`config.mk`:
```
export PLATFORM = sky130hd
export DESIGN_NAME = uart_tx_arbiter
export DESIGN_NICKNAME = d
export VERILOG_FILES = /design/src/rtl/uart_tx_arbiter.sv
export SDC_FILE = /design/constraint.sdc
export NUM_CORES = 1
export LEC_CHECK = 0
export BUFFER_PORTS_ARGS = -buffer_cell sky130_fd_sc_hd__buf_2
export CORE_MARGIN = 2
export CORE_UTILIZATION = 40
export DETAILED_ROUTE_END_ITERATION = 16
export GPL_TIMING_DRIVEN = 0
export PLACE_DENSITY = 0.75
export SLEW_MARGIN = 15
export SYNTH_ARGS = -nofsm -noshare
export SYNTH_HDL_FRONTEND = slang
export SYNTH_SLANG_ARGS = --single-unit
```
`constraint.sdc`:
```
create_clock -name clock -period 3.1 [get_ports clock]
set_input_delay 0.155 -clock clock [delete_from_list [all_inputs] [get_ports clock]]
set_output_delay 0.155 -clock clock [all_outputs]
set_load 0.1 [all_outputs]
```
`src/rtl/uart_tx_arbiter.sv`:
```
// Round-robin arbiter sharing one UART transmit interface among several message sources.
// A grant is held for a whole message, capped by a burst limit and revoked on idle timeout.
module uart_tx_arbiter #(
    parameter int unsigned P_NUM_REQ         = 4,
    parameter int unsigned P_UART_DATA_WIDTH = 8,
    parameter int unsigned P_MAX_BURST       = 16,
    parameter int unsigned P_IDLE_TIMEOUT    = 64,
    localparam int unsigned GrantW = (P_NUM_REQ > 1) ? $clog2(P_NUM_REQ) : 1
) (
    input  logic                                   clock,
    input  logic                                   reset,
    input  logic [P_NUM_REQ*P_UART_DATA_WIDTH-1:0] i_req_data,
    input  logic [P_NUM_REQ-1:0]                   i_req_valid,
    input  logic [P_NUM_REQ-1:0]                   i_req_last,
    output logic [P_NUM_REQ-1:0]                   o_req_ready,
    output logic [P_UART_DATA_WIDTH-1:0]           o_tx_data,
    output logic                                   o_tx_valid,
    input  logic                                   i_tx_ready,
    output logic [GrantW-1:0]                      o_grant,
    output logic                                   o_grant_valid,
    output logic                                   o_timeout
);

    localparam int unsigned BeatW = $clog2(P_MAX_BURST) + 1;
    localparam int unsigned IdleW = $clog2(P_IDLE_TIMEOUT) + 1;
    localparam int unsigned DataW = P_UART_DATA_WIDTH;

    typedef enum logic {
        StIdle,
        StLock
    } state_e;

    state_e              state_q, state_d;
    logic [GrantW-1:0]   grant_q, grant_d;
    logic [GrantW-1:0]   ptr_q, ptr_d;
    logic [BeatW-1:0]    beat_q, beat_d;
    logic [IdleW-1:0]    idle_q, idle_d;

    logic                found;
    logic [GrantW-1:0]   pick;
    logic [GrantW-1:0]   grant_next;
    logic                valid_g;
    logic                last_g;

    // Search upward from the pointer, wrapping modulo the requester count.
    always_comb begin
        found = 1'b0;
        pick  = '0;
        for (int unsigned i = 0; i < P_NUM_REQ; i++) begin
            int unsigned idx;
            idx = (int'(ptr_q) + i) % P_NUM_REQ;
            if (!found && i_req_valid[idx]) begin
                found = 1'b1;
                pick  = GrantW'(idx);
            end
        end
    end

    assign grant_next = (int'(grant_q) == P_NUM_REQ - 1) ? '0 : grant_q + 1'b1;
    assign valid_g    = i_req_valid[grant_q];
    assign last_g     = i_req_last[grant_q];

    always_comb begin
        state_d       = state_q;
        grant_d       = grant_q;
        ptr_d         = ptr_q;
        beat_d        = beat_q;
        idle_d        = idle_q;
        o_tx_valid    = 1'b0;
        o_tx_data     = '0;
        o_req_ready   = '0;
        o_timeout     = 1'b0;

        unique case (state_q)
            StIdle: begin
                if (found) begin
                    state_d = StLock;
                    grant_d = pick;
                    beat_d  = '0;
                    idle_d  = '0;
                end
            end
            StLock: begin
                o_tx_valid           = valid_g;
                o_tx_data            = i_req_data[grant_q*DataW +: DataW];
                o_req_ready[grant_q] = i_tx_ready;
                if (valid_g && i_tx_ready) begin
                    idle_d = '0;
                    if (last_g || beat_q == BeatW'(P_MAX_BURST - 1)) begin
                        state_d = StIdle;
                        ptr_d   = grant_next;
                    end else begin
                        beat_d = beat_q + 1'b1;
                    end
                end else if (valid_g) begin
                    idle_d = '0;
                end else if (idle_q == IdleW'(P_IDLE_TIMEOUT - 1)) begin
                    o_timeout = 1'b1;
                    state_d   = StIdle;
                    ptr_d     = grant_next;
                end else begin
                    idle_d = idle_q + 1'b1;
                end
            end
            default: state_d = StIdle;
        endcase
    end

    always_ff @(posedge clock or negedge reset) begin
        if (!reset) begin
            state_q <= StIdle;
            grant_q <= '0;
            ptr_q   <= '0;
            beat_q  <= '0;
            idle_q  <= '0;
        end else begin
            state_q <= state_d;
            grant_q <= grant_d;
            ptr_q   <= ptr_d;
            beat_q  <= beat_d;
            idle_q  <= idle_d;
        end
    end

    assign o_grant       = grant_q;
    assign o_grant_valid = (state_q == StLock);

endmodule

```
; ---- Yosys cells after proc, flatten, opt, wreduce, memory -nomap -nowiden
; Index checks and enable logic that the tools add are counted.
[classes]
add_sub_neg = 6
n_lt_le_gt_ge = 6
n_eq_ne = 9
shifts = 1
n_mux = 49
n_bitwise = 2
n_reduce_logical = 14
[ops]
columns = cell, count
row1 = $shiftx A32 B6 Y8, 1
row2 = $mux W7, 4
row3 = $mux W1, 21
row4 = $mux W2, 9
row5 = $lt A2 B3 Y1 const B, 5
row6 = $mux W5, 3
row7 = $pmux W7 S2, 1
row8 = $bmux W1 S2, 6
row9 = $pmux W5 S2, 1
row10 = $mux W8, 1
row11 = $add A7 B1 Y7 const B, 1
row12 = $eq A7 B6 Y1 const B, 1
row13 = $ne A2 B1 Y1 const B, 3
row14 = $add A5 B1 Y5 const B, 1
row15 = $eq A5 B4 Y1 const B, 1
row16 = $logic_and A1 B1 Y1, 5
row17 = $add A2 B1 Y2 const B, 2
row18 = $add A2 B2 Y2 const B, 2
row19 = $and A4 B4 Y4, 1
row20 = $mux W4, 1
row21 = $ne A2 B2 Y1 const B, 2
row22 = $ne A4 B4 Y1 const B, 1
row23 = $reduce_and A2 Y1, 2
row24 = $reduce_and A4 Y1, 1
row25 = other kinds (9), 11
[totals]
regBits = 17
input_bits = 43
output_inout_bits = 17
wordCells = 92

; ---- Depth between registers and ports, before layout
; Gate-level depths: netlist (run 1).
[depth]
word_depth = 14
mapped_depth = 8
ltp_nobuf = 7

; ---- Worst setup path before layout (run 1)
; No wires, ideal clock.
[synth_path]
path_kind = flip-flop to output port
startpoint = register grant_q[0] (netlist: o_grant[0])
endpoint = output port o_timeout
arrival_time_ns = 3.213
required_ns = 2.945
path_slack_ns = -0.268
stages_incl_launch_ff = 5
n_path_buf = 1
path_cell_list = dfrtp_1 -> buf_6 -> mux4_2 -> nand2b_4 -> nor2_1
[synth_via]
elab_chain_len = 5
word_cells_on_any_way = 6
classes_between = mux: 5 / reduce/logical: 1
[synth_rtl]
columns = element, line_no
row1 = from (decl), 34  ; logic [GrantW-1:0] grant_q, grant_d;
row2 = from (signal assigned), 118  ; grant_q <= grant_d;
row3 = $bmux W1 S2 *, 60  ; assign valid_g = i_req_valid[grant_q];
row4 = $mux W1 (implied by the code) *, 60
row5 = $mux W1 / $logic_and A1 B1 Y1 (equally long branches), "95, 87"
row6 = $mux W1 *, 87  ; if (valid_g && i_tx_ready) begin
row7 = $mux W1 *, 74  ; unique case (state_q)
row8 = to (decl), 21  ; output logic o_timeout
; Mark *: on every way between the ends. The rest lies on a longest branch, timed or not. The select of a mux whose other input is x is not followed.

; ---- Worst setup path after layout (run 1)
; Ends and elaborated chain as after synthesis.

==> results of run 1 <==
## final timing paths
check | to | slack (ps) | cells after the start
setup / recovery | o_timeout | 740 | 5
hold / removal | o_grant[1]$_DFFE_PN0P_ | 220 | 3
setup reg to reg | o_grant_valid$_DFF_PN0_ | 1060 | 7
hold reg to reg | beat_q[2]$_DFFE_PN0P_ | 500 | 1
max in group asynchronous | o_grant[1]$_DFFE_PN0P_ | 2520 | 2
min in group asynchronous | beat_q[3]$_DFFE_PN0P_ | 300 | 2
## layout make-up
type                            instances  share of cell area
Timing Repair Buffer                   60               0.165
Multi-Input combinational cell        119               0.522
Clock buffer                            3              0.0121
Inverter                                6              0.0121
Buffer                                  8              0.0256
Clock inverter                          1             0.00270
Sequential cell                        17               0.229
Tap cell                               46              0.0310
## layer usage
metal  vias to the layer above  track usage  wire length [um]
met2                        56        0.316              1640
met5                         -            0                 0
met3                         4       0.0434               331
li1                        693            -                 -
met4                         0       0.0479                31
met1                       671        0.192              1440
## layout by cell type, fill, tap and decap left out, drive strengths merged
cell / count
buf: 64
dfrtp: 17
nand2: 15
and2: 12
and3: 9
mux4: 9
a21oi: 8
o21ai: 8
mux2i: 7
ha: 7
inv: 6
clkbuf: 6
nand3: 5
nand2b: 5
nor2: 5
nand3b: 2
mux2: 2
a32o: 2
a211oi: 2
a41oi: 2
a221o: 2
nor2b: 1
a221oi: 1
nor4: 1
or2: 1
and3b: 1
nand4b: 1
o221a: 1
a32oi: 1
nor4bb: 1
a21boi: 1
a31o: 1
nor3: 1
a21o: 1
nor3b: 1
nor4b: 1
a311oi: 1
o221ai: 1
clkinv: 1
dlygate4sd3: 1
## critical path: cells and delay by family (launching register included)
family	cells	cell delay, ps
muxes	1	620
buffers and inverters	2	570
DFF	1	430
and+or+nand+nor	2	290
## registers in the layout, indices dropped and copies added, names as in the netlist
register and flops:
beat_q 5, o_grant 2, ptr_q 2, idle_q 7, o_grant_valid 1
## per-stage QoR
stage | setup WS, ps | power [W] | hold WS (ps) | instance area (um^2)
3_3_place_gp | 1080 | 0.00191 | 103 | 1820
4_1_cts | 727 | 0.00205 | 222 | 1850
5_1_grt | 639 | 0.00217 | 235 | 1850
3_5_place_dp | 1080 | 0.00193 | 106 | 1820
2_1_floorplan | 198 | 0.00169 | -141 | 1460
6_report | 744 | 0.00204 | 222 | 1850
## cell families (layout without fill, tap and decap cells)
| kind of cell | Yosys count | count (layout) | synth area share |
|---|---|---|---|
| AOI/OAI and AO/OA | 32 | 32 | 0.152 |
| adders and majority gates | 7 | 7 | 0.0599 |
| buffers and inverters | 14 | 78 | 0.0479 |
| DFF | 17 | 17 | 0.291 |
| muxes | 18 | 18 | 0.202 |
| and+or+nand+nor | 62 | 62 | 0.247 |
## power by group through the flow
| stage | Clock (W) | Combinational, W | Sequential, W |
|---|---|---|---|
| 2_1_floorplan | 0 | 0.00123 | 0.000461 |
| 3_3_place_gp | 0 | 0.00157 | 0.000340 |
| 3_5_place_dp | 0 | 0.00159 | 0.000343 |
| 4_1_cts | 0.000126 | 0.00159 | 0.000339 |
| 5_1_grt | 0.000136 | 0.00169 | 0.000348 |
| 6_report | 0.000121 | 0.00158 | 0.000338 |
## timing repair
item,CTS,global route
hold buffers,1,0
gates resized for setup,0,0
hold endpoints to repair,17,0
==> flow_summary.yaml, run 1 <==
synth:
  synth_cell_types: 43
  synth_cells: 150
  synth_common_cells: "dfrtp_1 (17), nand2_1 (15), and2_1 (12)"
  synth_top_flop_cell: "dfrtp_1"
  syn-num-nets: 200
  ys_seq_area_frac: 0.291
  ys_warn_count: 0
  synth_edf_count: 0
  yosysMostFrequentCell: "dfrtp_1"
  yosys.area.top_type_share: 0.291
  syn-mean-instance-area_um2: 9.74
  synthTopCellsByArea: "dfrtp_1 (29%), mux4_2 (14%), ha_1 (6.0%)"
  synth_seq_cells: 17
  synthArstFlopShare: 1.00
  syn_area_mm2: 0.00146
  yosys.area.top_type: "dfrtp_1"
routing:
  postRouteWirelength_um: 3450
  vias_per_cell: 5.48
  drc_errors: 0
  first_pass_iters: 4
  wire_per_inst_um: 13.3
  dr_total_vias: 1424
  drtIter0Drc: 35
  ant_nets: 0
setup_path:
  cp-start-kind: "flip-flop"
  timing.rr.start: "beat_q[0]$_DFFE_PN0P_"
  critPathMaxStageDelay_ps: 620
  cp-end-kind: "output pin"
  cp_data_arrival_time_ps: 2200
  critPathSlowestCell: "mux4_2"
  crit_fanout: 8
  critical_path_class: "reg -> out"
  cp-startpoint: "o_grant[0]$_DFFE_PN0P_"
  required_ps: 2940
  crit_chain: "buf_6 > mux4_2 > nand2b_4 > nor2_2 > buf_2"
power:
  total_leakage_power_nw: 0.929
  combPwrFrac: 0.775
  power_frac_clock: 0.059
  powerDensity_mw_per_mm2: 1100
  p_sw_w: 0.00127
  ir_drop_uv: 381
  internal_power_w: 0.000776
  seqPwrFrac: 0.166
  sw_frac_of_total: 0.620
finish:
  fillers: 317
  drive_gt1_frac: 0.388
  layoutNonFillerInstCount: 260
  area_growth_pct: 26.9
  nNetsFinal: 265
  multi_input_comb_area_um2: 968
  final_core_util: 0.543
  regArea_um2: 425
  diodes: 0
sta:
  tns_ps: 0
  worst_pin_slew_ps: 635
  finalSetupViolations: 0
  maxSlewViolCount: 0
  hold_viol_final: 0
  rsz0062_at_grt: "no"
  fin_crit_ps: 2360
  finalClockSkew_ps: 4.27
  slew_headroom: 0.577
  max_freq_ghz: 0.424
  fin_crit_sh: 0.760
global_routing:
  grt_overflow: 0
  antenna_found_initial: 0
  grt_max_degree: 18
  grt_use_total: 0.170
  grt_pass1_vias: 1320
  grt_pass1_wl_um: 5670
floorplan:
  fp.coreArea_mm2: 0.00342
  rows: 21
  ios: 60
  die_w_um: 64.4
  start_util: 0.428
  fp.dieH_um: 64.4
  die_area_mm2: 0.00415
clock_network:
  cts_buffers: 3
  htree_levels: 1
  clock_latency_ps: 290
  cts_root_buffer: "clkbuf_4"
  post_cts_buffers: 0
  cts.sinks: 17
  clk_pin_slew_ps: 100
  cts_tree: "yes"
  cts_max_path_buffers: 2
worst_hold_path:
  min_from: "i_req_valid[0]"
  min_path_type: "in -> reg"
status:
  outcome: "finished clean"
job:
  maxCapViolations: 0
placement:
  gp_congestion: 0.830
  io_buffers: 59
  hpwl_um: 2800
  place_inst: 255
No activity file was read; power rests on OpenSTA's default activity.
==> run 2, diff against run 1 <==
- ABC_AREA: not set -> 1
- PLACE_DENSITY: 0.75 -> 0.74
- clock period: 3.1 -> 2.3 ns (I/O delays scaled with it)
==> run 2 against run 1 <==
Worst setup slack got worse by 560 ps. Routed wire length rose by 19%. Global-route usage rose by 1.9 points. Combinational power grew 66%. Critical path type unchanged. Largest cell class unchanged.
==> flow_summary.yaml, run 2 <==
placement:
  placed_area_mm2: 0.00204
  hpwl_um: 3250
  gp_congestion: 0.867
  place_inst: 359
  io_buffers: 59
clock_network:
  cts_root_buffer: "clkbuf_8"
  clock_latency_ps: 250
  cts_max_path_buffers: 2
  clk_pin_slew_ps: 70
  cts_buffers: 3
  cts_tree: "yes"
  htree_levels: 1
  cts.sinks: 17
floorplan:
  start_util: 0.420
  rows: 22
  fp.dieH_um: 66.5
  die_area_mm2: 0.00442
  ios: 60
  die_w_um: 66.5
  fp.coreArea_mm2: 0.00372
synth:
  ys_seq_area_frac: 0.273
  synth_compound_area_frac: 0.155
  yosys.area.top_type_share: 0.273
  synth-xor-area-share: 0.0225
  yosys.area_share.simple: 0.403
  synth_cells: 252
  ys_warn_count: 0
  synth_top_flop_cell: "dfrtp_1"
  synth_fa_ha_area_frac: 0.0561
  synthTopCellsByArea: "dfrtp_1 (27%), nand2_1 (15%), nor2_1 (11%)"
  synth_edf_count: 0
  synth_cell_types: 27
  syn_area_mm2: 0.00156
  syn-mean-instance-area_um2: 6.19
  synth_mux_area_frac: 0
  synthArstFlopShare: 1.00
  synth_top_family_by_area: "simple AND/OR/NAND/NOR gates"
  yosys.area.top_type: "dfrtp_1"
  synth_common_cells: "nand2_1 (63), nor2_1 (46), o21ai_0 (27)"
  synth_seq_cells: 17
  yosysMostFrequentCell: "nand2_1"
  syn-num-nets: 302
finish:
  area_growth_pct: 36.1
  nNetsFinal: 365
  diodes: 0
  largest-register: "idle_q"
  largest_reg_flops: 7
  drive_gt1_frac: 0.318
  multi_input_comb_area_mm2: 0.00112
  postLayoutCellArea_mm2: 0.00212
  top_regs: "idle_q: 7 flops, beat_q: 5 flops"
  regArea_um2: 429
  layoutNonFillerInstCount: 362
  layout.cells.most_common: "nand2_1"
  layout_common_cells: "nand2_1 (63), buf_2 (51), nor2_1 (40)"
  final_core_util: 0.571
  fillers: 366
routing:
  dr_total_vias: 1771
  vias_per_cell: 4.89
  routed-wl-met3_um: 266
  drc_errors: 0
  drtIter0Drc: 58
  wl_met1_um: 1950
  wire_per_inst_um: 11.4
  topRoutingLayerUsed: "met4"
  ant_nets: 0
  postRouteWirelength_um: 4110
  wl_met2_um: 1860
  first_pass_iters: 4
global_routing:
  grt_pass1_vias: 1552
  antenna_found_initial: 0
  grt_pass1_wl_um: 6610
  grt_overflow: 0
  grt_max_degree: 18
  grt_use_total: 0.190
sta:
  max_freq_ghz: 0.474
  fin_crit_ps: 2110
  worst_pin_slew_ps: 560
  slew_headroom: 0.626
  hold_viol_final: 0
  rsz0062_at_grt: "no"
  fin_crit_sh: 0.918
  maxSlewViolCount: 0
  finalClockSkew_ps: 0.917
  finalSetupViolations: 0
power:
  totalPowerFinal_w: 0.00332
  total_leakage_power_nw: 1.10
  powerDensity_mw_per_mm2: 1570
  ir_drop_uv: 809
setup_path:
  required_ps: 2180
  crit_fanout: 10
  cp_top_family: "buffers and inverters"
  cp_data_arrival_time_ps: 2000
  crit_buf_inv: 3
  cp-end-kind: "output pin"
  critPathSlowestCell: "dfrtp_2"
  path_common_cell: "nand2_1"
  critPathMaxStageDelay_ps: 390
  critical_path_class: "reg -> out"
  crit_chain: "buf_2 > inv_2 > a21oi_1 > o21ai_0 > nand2_1 > nand2_1 > nor2_4 > clkbuf_4"
  cp-start-kind: "flip-flop"
job:
  maxCapViolations: 0
status:
  outcome: "finished clean"
worst_hold_path:
  min_path_type: "in -> reg"
-- run 2: metal layers --
metal / global-route usage / up-vias
met2: 0.339 / 52
met5: 0 / -
met3: 0.0236 / 4
li1: - / 936
met4: 0.0485 / 0
met1: 0.240 / 779
-- run 2: timing repair --
action,CTS,global route
setup endpoints to repair,10,12
hold buffers,1,0
buffers inserted,0,0
endpoints found under the hold margin,17,0
gates cloned,0,0
gates resized for setup,11,4
-- run 2: worst register-to-register path, delay by kind of cell (launching register included) --
kind / cells / cell delay [ps]
AO/OA/AOI/OAI: 3 / 510
AND/OR/NAND/NOR: 4 / 400
flip-flops: 1 / 390
buffers and inverters: 3 / 460
-- run 2: layout make-up --
cell class | count | share of cell area
Clock inverter | 1 | 0.00236
Sequential cell | 17 | 0.202
Clock buffer | 3 | 0.0194
Tap cell | 48 | 0.0283
Inverter | 24 | 0.0424
Multi-Input combinational cell | 202 | 0.526
Timing Repair Buffer | 60 | 0.157
Buffer | 7 | 0.0224
-- run 2: path summary, 6_finish.rpt --
| kind | cells past startpoint | startpoint | to | slack [ps] |
|---|---|---|---|---|
| max | 8 | o_grant[1]$_DFFE_PN0P_ | o_timeout | 190 |
| min | 5 | i_tx_ready | ptr_q[1]$_DFFE_PN0P_ | 230 |
| max reg2reg | 10 | o_grant[1]$_DFFE_PN0P_ | idle_q[3]$_DFFE_PN0P_ | 440 |
| min reg2reg | 1 | idle_q[6]$_DFFE_PN0P_ | idle_q[6]$_DFFE_PN0P_ | 490 |
| max in group asynchronous | 2 | reset | o_grant[1]$_DFFE_PN0P_ | 1690 |
| min in group asynchronous | 2 | reset | beat_q[2]$_DFFE_PN0P_ | 310 |
-- run 2: cell families after synthesis --
kind of cell    after synthesis
flops                        17
fa+ha+maj                     7
simple gates                146
buf+inv                      33
compound gates               45
xor+xnor                      4
-- run 2: where the power goes --
group	switching [W]	internal (W)
Sequential	0.0000913	0.000374
Combinational	0.00198	0.000655
Clock	0.000107	0.000120
Total	0.00217	0.00115
-- run 2: through the flow --
| step | setup WS [ps] | setup TNS, ps | hold WS, ps |
|---|---|---|---|
| final | 189 | 0 | 225 |
| after global routing | 7.01 | 0 | 274 |
| after CTS | 3.94 | 0 | 227 |
| after floorplan | 27.5 | 0 | -181 |
| after detailed placement | -4.22 | -4.22 | 56.9 |
| after global placement | 12.3 | 0 | 62.8 |
